`config.mk`:
```
export PLATFORM = sky130hd
export DESIGN_NAME = uart_rx_param
export DESIGN_NICKNAME = d
export VERILOG_FILES = /design/src/rtl/uart_rx_param.sv
export SDC_FILE = /design/constraint.sdc
export NUM_CORES = 1
export LEC_CHECK = 0
export ABC_CLOCK_PERIOD_IN_PS = 2500
export CAP_MARGIN = 10
export CORE_UTILIZATION = 45
export DETAILED_ROUTE_END_ITERATION = 8
export PLACE_DENSITY = 0.65
export SYNTH_ARGS = -nofsm -noshare
export SYNTH_HDL_FRONTEND = slang
export SYNTH_SLANG_ARGS = --single-unit
```
`constraint.sdc`:
```
create_clock -name clock -period 2.5 [get_ports clock]
set_input_delay 0.625 -clock clock [delete_from_list [all_inputs] [get_ports clock]]
set_output_delay 0.625 -clock clock [all_outputs]
set_load 0.005 [all_outputs]
```
`src/rtl/uart_rx_param.sv`:
```
// Parametrised oversampling UART receiver: configurable data width, optional parity,
// one or two stop bits, delivering each word on a valid/ready handshake with status flags.
module uart_rx_param #(
    parameter int DATA_BITS     = 8,
    parameter int CLKS_PER_TICK = 2,
    parameter int OVERSAMPLE    = 4,
    parameter int PARITY        = 0,
    parameter int STOP_BITS     = 1,
    parameter int SYNC_STAGES   = 2
) (
    input  logic                 clock,
    input  logic                 reset,
    input  logic                 rx,
    output logic [DATA_BITS-1:0] data,
    output logic                 valid,
    input  logic                 ready,
    output logic                 parity_err,
    output logic                 frame_err,
    output logic                 overrun,
    output logic                 busy
);

    localparam int CW = (CLKS_PER_TICK > 1) ? $clog2(CLKS_PER_TICK) : 1;
    localparam int TW = $clog2(OVERSAMPLE);
    localparam int BW = $clog2(DATA_BITS + 1);

    localparam logic [CW-1:0] CLK_LAST  = CW'(CLKS_PER_TICK - 1);
    localparam logic [TW-1:0] T_MID     = TW'(OVERSAMPLE / 2 - 1);
    localparam logic [TW-1:0] T_LAST    = TW'(OVERSAMPLE - 1);
    localparam logic [BW-1:0] BITS_LAST = BW'(DATA_BITS);
    localparam logic          STOP_LAST = (STOP_BITS == 2);

    typedef enum logic [2:0] {
        S_IDLE,
        S_START,
        S_DATA,
        S_PARITY,
        S_STOP
    } state_t;

    state_t                 state_q, state_d;
    logic [SYNC_STAGES-1:0] sync_q, sync_d;
    logic [CW-1:0]          clk_cnt_q, clk_cnt_d;
    logic [TW-1:0]          t_cnt_q, t_cnt_d;
    logic [BW-1:0]          bit_cnt_q, bit_cnt_d;
    logic                   stop_cnt_q, stop_cnt_d;
    logic [DATA_BITS-1:0]   shift_q, shift_d;
    logic                   armed_q, armed_d;
    logic                   perr_acc_q, perr_acc_d;
    logic                   ferr_acc_q, ferr_acc_d;
    logic [DATA_BITS-1:0]   data_q, data_d;
    logic                   valid_q, valid_d;
    logic                   perr_q, perr_d;
    logic                   ferr_q, ferr_d;
    logic                   overrun_q, overrun_d;

    logic rx_s;
    logic tick;
    logic sample;
    logic bit_end;
    logic complete;

    assign rx_s    = sync_q[SYNC_STAGES-1];
    assign tick    = (clk_cnt_q == CLK_LAST);
    assign sample  = tick && (t_cnt_q == T_MID);
    assign bit_end = tick && (t_cnt_q == T_LAST);

    always_ff @(posedge clock or posedge reset) begin
        if (reset) begin
            state_q    <= S_IDLE;
            sync_q     <= '1;
            clk_cnt_q  <= '0;
            t_cnt_q    <= '0;
            bit_cnt_q  <= '0;
            stop_cnt_q <= 1'b0;
            shift_q    <= '0;
            armed_q    <= 1'b0;
            perr_acc_q <= 1'b0;
            ferr_acc_q <= 1'b0;
            data_q     <= '0;
            valid_q    <= 1'b0;
            perr_q     <= 1'b0;
            ferr_q     <= 1'b0;
            overrun_q  <= 1'b0;
        end else begin
            state_q    <= state_d;
            sync_q     <= sync_d;
            clk_cnt_q  <= clk_cnt_d;
            t_cnt_q    <= t_cnt_d;
            bit_cnt_q  <= bit_cnt_d;
            stop_cnt_q <= stop_cnt_d;
            shift_q    <= shift_d;
            armed_q    <= armed_d;
            perr_acc_q <= perr_acc_d;
            ferr_acc_q <= ferr_acc_d;
            data_q     <= data_d;
            valid_q    <= valid_d;
            perr_q     <= perr_d;
            ferr_q     <= ferr_d;
            overrun_q  <= overrun_d;
        end
    end

    always_comb begin
        state_d    = state_q;
        sync_d     = {sync_q[SYNC_STAGES-2:0], rx};
        clk_cnt_d  = '0;
        t_cnt_d    = '0;
        bit_cnt_d  = bit_cnt_q;
        stop_cnt_d = stop_cnt_q;
        shift_d    = shift_q;
        armed_d    = armed_q;
        perr_acc_d = perr_acc_q;
        ferr_acc_d = ferr_acc_q;
        data_d     = data_q;
        valid_d    = valid_q;
        perr_d     = perr_q;
        ferr_d     = ferr_q;
        overrun_d  = 1'b0;
        complete   = 1'b0;

        // Counters idle at zero so the tick phase restarts from the start-bit edge.
        if (state_q != S_IDLE) begin
            clk_cnt_d = tick ? '0 : clk_cnt_q + 1'b1;
            t_cnt_d   = t_cnt_q;
            if (tick) begin
                t_cnt_d = (t_cnt_q == T_LAST) ? '0 : t_cnt_q + 1'b1;
            end
        end

        case (state_q)
            S_IDLE: begin
                bit_cnt_d  = '0;
                stop_cnt_d = 1'b0;
                // A start is only armed after the line has been seen high, so a held break never retriggers.
                if (rx_s) begin
                    armed_d = 1'b1;
                end else if (armed_q) begin
                    armed_d    = 1'b0;
                    perr_acc_d = 1'b0;
                    ferr_acc_d = 1'b0;
                    state_d    = S_START;
                end
            end
            S_START: begin
                if (sample && rx_s) begin
                    state_d = S_IDLE;
                end else if (bit_end) begin
                    state_d = S_DATA;
                end
            end
            S_DATA: begin
                if (sample) begin
                    shift_d   = {rx_s, shift_q[DATA_BITS-1:1]};
                    bit_cnt_d = bit_cnt_q + 1'b1;
                end
                if (bit_end && (bit_cnt_q == BITS_LAST)) begin
                    bit_cnt_d = '0;
                    state_d   = (PARITY != 0) ? S_PARITY : S_STOP;
                end
            end
            S_PARITY: begin
                if (sample) begin
                    perr_acc_d = (PARITY == 2) ? ~(^shift_q ^ rx_s) : (^shift_q ^ rx_s);
                end
                if (bit_end) begin
                    state_d = S_STOP;
                end
            end
            S_STOP: begin
                if (sample) begin
                    if (!rx_s) begin
                        ferr_acc_d = 1'b1;
                    end
                    if (stop_cnt_q == STOP_LAST) begin
                        complete = 1'b1;
                        state_d  = S_IDLE;
                    end
                end else if (bit_end) begin
                    stop_cnt_d = 1'b1;
                end
            end
            default: begin
                state_d = S_IDLE;
            end
        endcase

        if (valid_q && ready) begin
            valid_d = 1'b0;
        end
        // A consumer taking the old word in the completion cycle frees the slot for the new one.
        if (complete) begin
            if (!valid_q || ready) begin
                data_d  = shift_q;
                perr_d  = perr_acc_q;
                ferr_d  = ferr_acc_q | ~rx_s;
                valid_d = 1'b1;
            end else begin
                overrun_d = 1'b1;
            end
        end
    end

    assign data       = data_q;
    assign valid      = valid_q;
    assign parity_err = perr_q;
    assign frame_err  = ferr_q;
    assign overrun    = overrun_q;
    assign busy       = (state_q != S_IDLE);

endmodule

```
# Word level (Yosys, flattened, before mapping)
# Index checks and enable logic that the tools add are counted.
totals:
  reg_bits: 36
  inputBits: 4
  output_inout_bits: 13
  wordCells: 97
classes:
  addsub: 3
  n_eq_ne: 20
  muxes: 36
  bitwise_logic: 3
  n_reduce_logical: 20
op_table:
  columns: ["operator", "n"]
  rows:
  - ["3-bit 2-to-1 mux", 8]
  - ["2-bit != test, second input constant", 10]
  - ["1-bit 2-to-1 mux", 18]
  - ["3-bit case mux with 5 select lines", 1]
  - ["4-bit 2-to-1 mux", 2]
  - ["4-bit case mux with 2 select lines", 1]
  - ["8-bit parity", 1]
  - ["7-bit AND reduction", 1]
  - ["3-bit by 2-bit == test with 1-bit output, second input constant", 2]
  - ["2-bit 2-to-1 mux", 3]
  - ["3-bit != test, second input constant", 2]
  - ["1-bit case mux with 2 select lines", 3]
  - ["2-bit AND reduction", 3]
  - ["2-bit nonzero test", 3]
  - ["1-bit logical AND", 5]
  - ["5-bit AND reduction", 1]
  - ["4-bit by 1-bit adder with 4-bit output, second input constant", 1]
  - ["4-bit == test, second input constant", 1]
  - ["4-bit AND reduction", 1]
  - ["3-bit by 1-bit == test with 1-bit output, second input constant", 1]
  - ["3-bit == test, second input constant", 1]
  - ["3-bit zero test", 1]
  - ["3-bit AND reduction", 1]
  - ["3-bit nonzero test", 1]
  - ["10 further kinds", 10]

# Depth between registers and ports, before layout
logic_depth:
  word_depth: 5
  ltp_mapped: 7
  mapped_depth_nobuf: 6

# Worst setup path after synthesis
# No wires, ideal clock.
synth_path:
  path_kind: "reg2reg"
  startpoint: "register t_cnt_q[0]"
  endpoint: "register bit_cnt_q[1]"
  setup_ns: 0.125
  arrival_ns: 1.589
  required_ns: 2.375
  path_slack_ns: 0.787
  stages_incl_launch_ff: 6
  n_path_buf: 0
  period_less_slack_ns: 1.713
  cell_sequence: "dfrtp_1 -> ha_1 -> nand2_4 -> or3_4 -> a211oi_2 -> mux2_2"
synth_via:
  elab_chain_cells: 5
  elab_cells_between_ends: 9
  classes_between: "eq/ne: 3; mux: 2; reduce/logical: 4"
synth_lines:
  columns: ["item", "line", "source"]
  rows:
  - ["start, declared", "44", "logic [TW-1:0] t_cnt_q, t_cnt_d;"]
  - ["start signal, assigned", "89", "t_cnt_q <= t_cnt_d;"]
  - ["2-bit == test", "66", "assign bit_end = tick && (t_cnt_q == T_LAST);"]
  - ["1-bit logical AND", "66", null]
  - ["1-bit logical AND", "157", "if (bit_end && (bit_cnt_q == BITS_LAST)) begin"]
  - ["4-bit 2-to-1 mux / 3-bit != test (equally long branches)", null, null]
  - ["4-bit case mux with 2 select lines / 2-bit AND reduction (equally long branches)", null, null]
  - ["end signal, assigned", "90", "bit_cnt_q <= bit_cnt_d;"]
  - ["end, declared", "45", "logic [BW-1:0] bit_cnt_q, bit_cnt_d;"]
# Parallel ways exist; a longest one is shown, timed or not.
# A chain may end at the register's enable or synchronous reset.

# Worst setup path in the final report
layout_path:
  startpoint: "register state_q[0]"
  endpoint: "output busy"
layout_via:
  elab_chain_cells: 1
layout_lines:
  columns: ["item", "line", "source"]
  rows:
  - ["start, declared", "41", "state_t state_q, state_d;"]
  - ["start signal, assigned", "86", "state_q <= state_d;"]
  - ["3-bit nonzero test", "209", "assign busy = (state_q != S_IDLE);"]
  - ["end, declared", "20", "output logic busy"]
# Every way passes these cells.

==> summary.md <==
| Metric | Value |
|---|---|
| Count of yosys warnings during synthesis | `0` |
| Post-synthesis cell type count | `36` |
| I/O pins | `17` |
| Overall die area | `4010 µm²` |
| CP Data Required Time | `1880 ps` |
| Average instance area after synthesis | `11.7 µm²` |
| Total length of routed wires | `between 3000 and 4000 µm` |
| Cell types with the highest counts after synthesis | `34 x sky130_fd_sc_hd__dfrtp_1, 16 x sky130_fd_sc_hd__mux2_1, 12 x sky130_fd_sc_hd__nor2_1` |
| Adder-cell share of the synthesized area | `0.0295` |
| Worst hold slack | `356 ps` |
| Complex-gate fraction of the synthesized area | `0.0635` |
| Total setup violations reported at the end of the flow | `0` |
| Number of enable-type register cells in the synthesized netlist | `0` |
| Cell Pwr Density | `826 nW/µm²` |
| Post-Syn Area | `1690 µm²` |
| Number of instances in the placed design | `204` |
| Share of flip-flops with an asynchronous set or reset after synthesis | `1.00` |
| Placer congestion estimate | `0.818` |
| Die outline height | `63.4 µm` |
| Count of max-cap constraint violations | `0` |
| TritonCTS sink count | `36` |
| Startpoint of the most critical hold path | `sync_q[0]` |
| Area fraction in and, or, nand and nor cells after synthesis | `0.143` |
| Antenna Nets Post-Route | `0` |
| Max FO, Critical Path | `10` |
| Share of final-layout standard cells stronger than drive strength 1 | `0.139` |
| Worst slew margin relative to its limit | `0.685` |
| Worst Hold Class | `register to register` |
| RSZ-0062 raised after global routing | `no` |
| Total power consumption of the routed design | `1.66 mW` |
| Non-filler instance count after layout | `212` |
| Result of the run | `finished, final reports clean` |
| Dominant register cell in the synthesized netlist | `sky130_fd_sc_hd__dfrtp_1` |
| Synth-to-Final Area Change | `18.8%` |
| Number of antenna violations at the first check in global routing | `0` |
| Register bit count reported by yosys | `36` |
| Via total after detailed routing | `1107` |
| Slew of the pin with the lowest slew margin | `between 400 and 500 ps` |
| Clk root buf | `sky130_fd_sc_hd__clkbuf_8` |
| Crit start category | `register` |
| Global-route wire length before repair | `5600 µm` |
| Leak Pwr | `0.962 nW` |
| Gate Count Post-Synth | `145` |
| Cell type contributing the most total cell area after synthesis | `sky130_fd_sc_hd__dfrtp_1` |
| TritonCTS clock tree | `done` |
| Per-cell via count in the routed design | `~5.2` |
| Area share of the largest cell type after synthesis | `0.502` |
| Maximum buffer depth of the clock tree | `2` |
| Combinational family with the most area after synthesis | `multiplexers` |
| Hold buffer count at cts | `0` |
| Top-count cell post-synth | `sky130_fd_sc_hd__dfrtp_1` |
| Initial Utilization | `0.488` |
| Final Critical Period | `between 2000 and 2500 ps` |
| Xor/xnor share of the synthesized area | `0.0443` |
| Fin nets | `173` |
| Maximum VDD drop | `about 430 µV` |
| DIE WIDTH | `about 63 µm` |
| Launching point of the worst reg2reg path | `t_cnt_q[1]` |
| H-Tree Level Count | `2` |
| Skew-Pair Late Insertion Delay | `290 ps` |
| Max-slew violations | `0` |
| Part of the cycle the worst path needs | `0.870` |
| Core Util, Final | `0.580` |
| Wire length per cell | `about 14 µm` |
| Setup crit start | `state_q[0]` |
| DPL Wire Length | `roughly 2100 µm` |
| Post-synthesis mux area share | `0.151` |
| Residual DRC count | `0` |
| Vias in the first global route | `1209` |
| Area of the core | `3470 µm²` |
| Worst setup skew after layout | `2.71 ps` |
| Number of buffers added by the clock tree synthesis step | `5` |
| Endpoints failing hold | `0` |
| Overall global routing resource usage | `0.185` |
| Clock transition at the register clock pins on the worst setup and hold paths after CTS | `70 ps` |
| Sequential fraction of the synthesis area | `0.533` |
| Number of detailed-route iterations in the first pass | `3` |
| Post-synthesis net count | `about 150` |
| FILL cells | `309` |
| Pin count of the biggest net entering global routing | `37` |
| Maximum clock frequency | `roughly 460 MHz` |
| Final setup TNS | `0 ps` |
| Placement row count | `21` |
| PostCTS Resize Cnt | `0` |
| Ant. Diodes | `0` |
| Post-CTS Setup Bufs | `0` |
| Worst setup path category | `register to primary output` |
| Cell types occupying the most area after synthesis | `sky130_fd_sc_hd__dfrtp_1 50%, sky130_fd_sc_hd__mux2_1 11%, sky130_fd_sc_hd__mux2_2 3.3%` |
| Crit path arrival time | `1550 ps` |
| Initial detailed-routing violation count | `44` |
| Leftover overflow at the end of global routing | `0` |
| Worst setup EP type | `primary output` |
| # port buffers | `16` |
==> where the power goes <==
group / internal (mW) / switching (mW) / total (mW)
registers: 0.651 / 0.104 / 0.755
clock network: 0.296 / 0.198 / 0.494
logic: 0.191 / 0.222 / 0.413
total: 1.14 / 0.524 / 1.66
==> metal layers <==
metal / up-vias / global-route usage / part of all wire
li1: 536 / - / -
met1: 543 / 0.236 / 0.45
met2: 21 / 0.291 / 0.49
met3: 7 / 0.0435 / 0.037
met4: 0 / 0.0966 / 0.018
met5: - / 0 / 0
==> state kept, by name (all words and copies together) (netlist names) <==
register,flops
ferr_acc_q,1
armed_q,1
shift_q,8
bit_cnt_q,4
sync_q,2
clk_cnt_q,1
parity_err,1
stop_cnt_q,1
state_q,3
data,8
frame_err,1
perr_acc_q,1
t_cnt_q,2
valid,1
overrun,1
==> logic make-up (layout without fill, tap and decap cells) <==
family	after synthesis	after routing
mux	23	23
buf+inv	13	34
xor+xnor	7	7
compound gates	17	17
simple gates	45	45
fa+ha+maj	4	4
flops	36	36
==> cells in the final DEF (no fill, tap or decap), types with 2 or more instances in the layout <==
master | Yosys | layout
sky130_fd_sc_hd__dfrtp_1 | 34 | 34
sky130_fd_sc_hd__mux2_1 | 16 | 16
sky130_fd_sc_hd__clkdlybuf4s50_1 | 0 | 16
sky130_fd_sc_hd__nor2_1 | 12 | 12
sky130_fd_sc_hd__nand2_1 | 11 | 11
sky130_fd_sc_hd__inv_1 | 6 | 6
sky130_fd_sc_hd__nand3_1 | 6 | 6
sky130_fd_sc_hd__o21ai_0 | 5 | 5
sky130_fd_sc_hd__a21oi_1 | 5 | 5
sky130_fd_sc_hd__mux2_2 | 5 | 5
sky130_fd_sc_hd__clkbuf_8 | 0 | 5
sky130_fd_sc_hd__xnor2_1 | 4 | 4
sky130_fd_sc_hd__ha_1 | 4 | 4
sky130_fd_sc_hd__buf_4 | 0 | 4
sky130_fd_sc_hd__nor3_1 | 3 | 3
sky130_fd_sc_hd__nand2b_1 | 2 | 2
sky130_fd_sc_hd__and3b_1 | 2 | 2
sky130_fd_sc_hd__mux2i_1 | 2 | 2
sky130_fd_sc_hd__a22o_1 | 2 | 2
sky130_fd_sc_hd__xor2_1 | 2 | 2
sky130_fd_sc_hd__dfstp_2 | 2 | 2
==> layout make-up <==
cell class	instances	area (µm²)	share of cell area
tap	46	57.6	0.0286
multi-input combinational	96	731	0.363
timing repair buffer	20	190	0.0945
inverter	6	22.5	0.0112
clock inverter	2	35.0	0.0174
sequential	36	903	0.449
clock buffer	6	72.6	0.0361
==> final timing paths <==
| check | to | slack, ps | depth (start not counted) |
|---|---|---|---|
| max | busy | 330 | 3 |
| min | sync_q[1] | 360 | 0 |
| max reg2reg | shift_q[6] | 490 | 5 |
| min reg2reg | sync_q[1] | 360 | 0 |
| max in group asynchronous | sync_q[1] | 1440 | 3 |
| min in group asynchronous | shift_q[5] | 730 | 3 |
==> metrics by stage <==
stage	worst slack, ps	area, µm²
6_report	326	2010
5_1_grt	211	2010
4_1_cts	304	2010
3_5_place_dp	495	1900
3_3_place_gp	549	1900
2_1_floorplan	787	1690
==> critical path: stages (launching register included) <==
cell	delay [ps]
sky130_fd_sc_hd__dfrtp_1	510
sky130_fd_sc_hd__nor3_2	250
sky130_fd_sc_hd__inv_1	60
sky130_fd_sc_hd__clkdlybuf4s50_1	440
No activity file was read; power rests on OpenSTA's default activity.
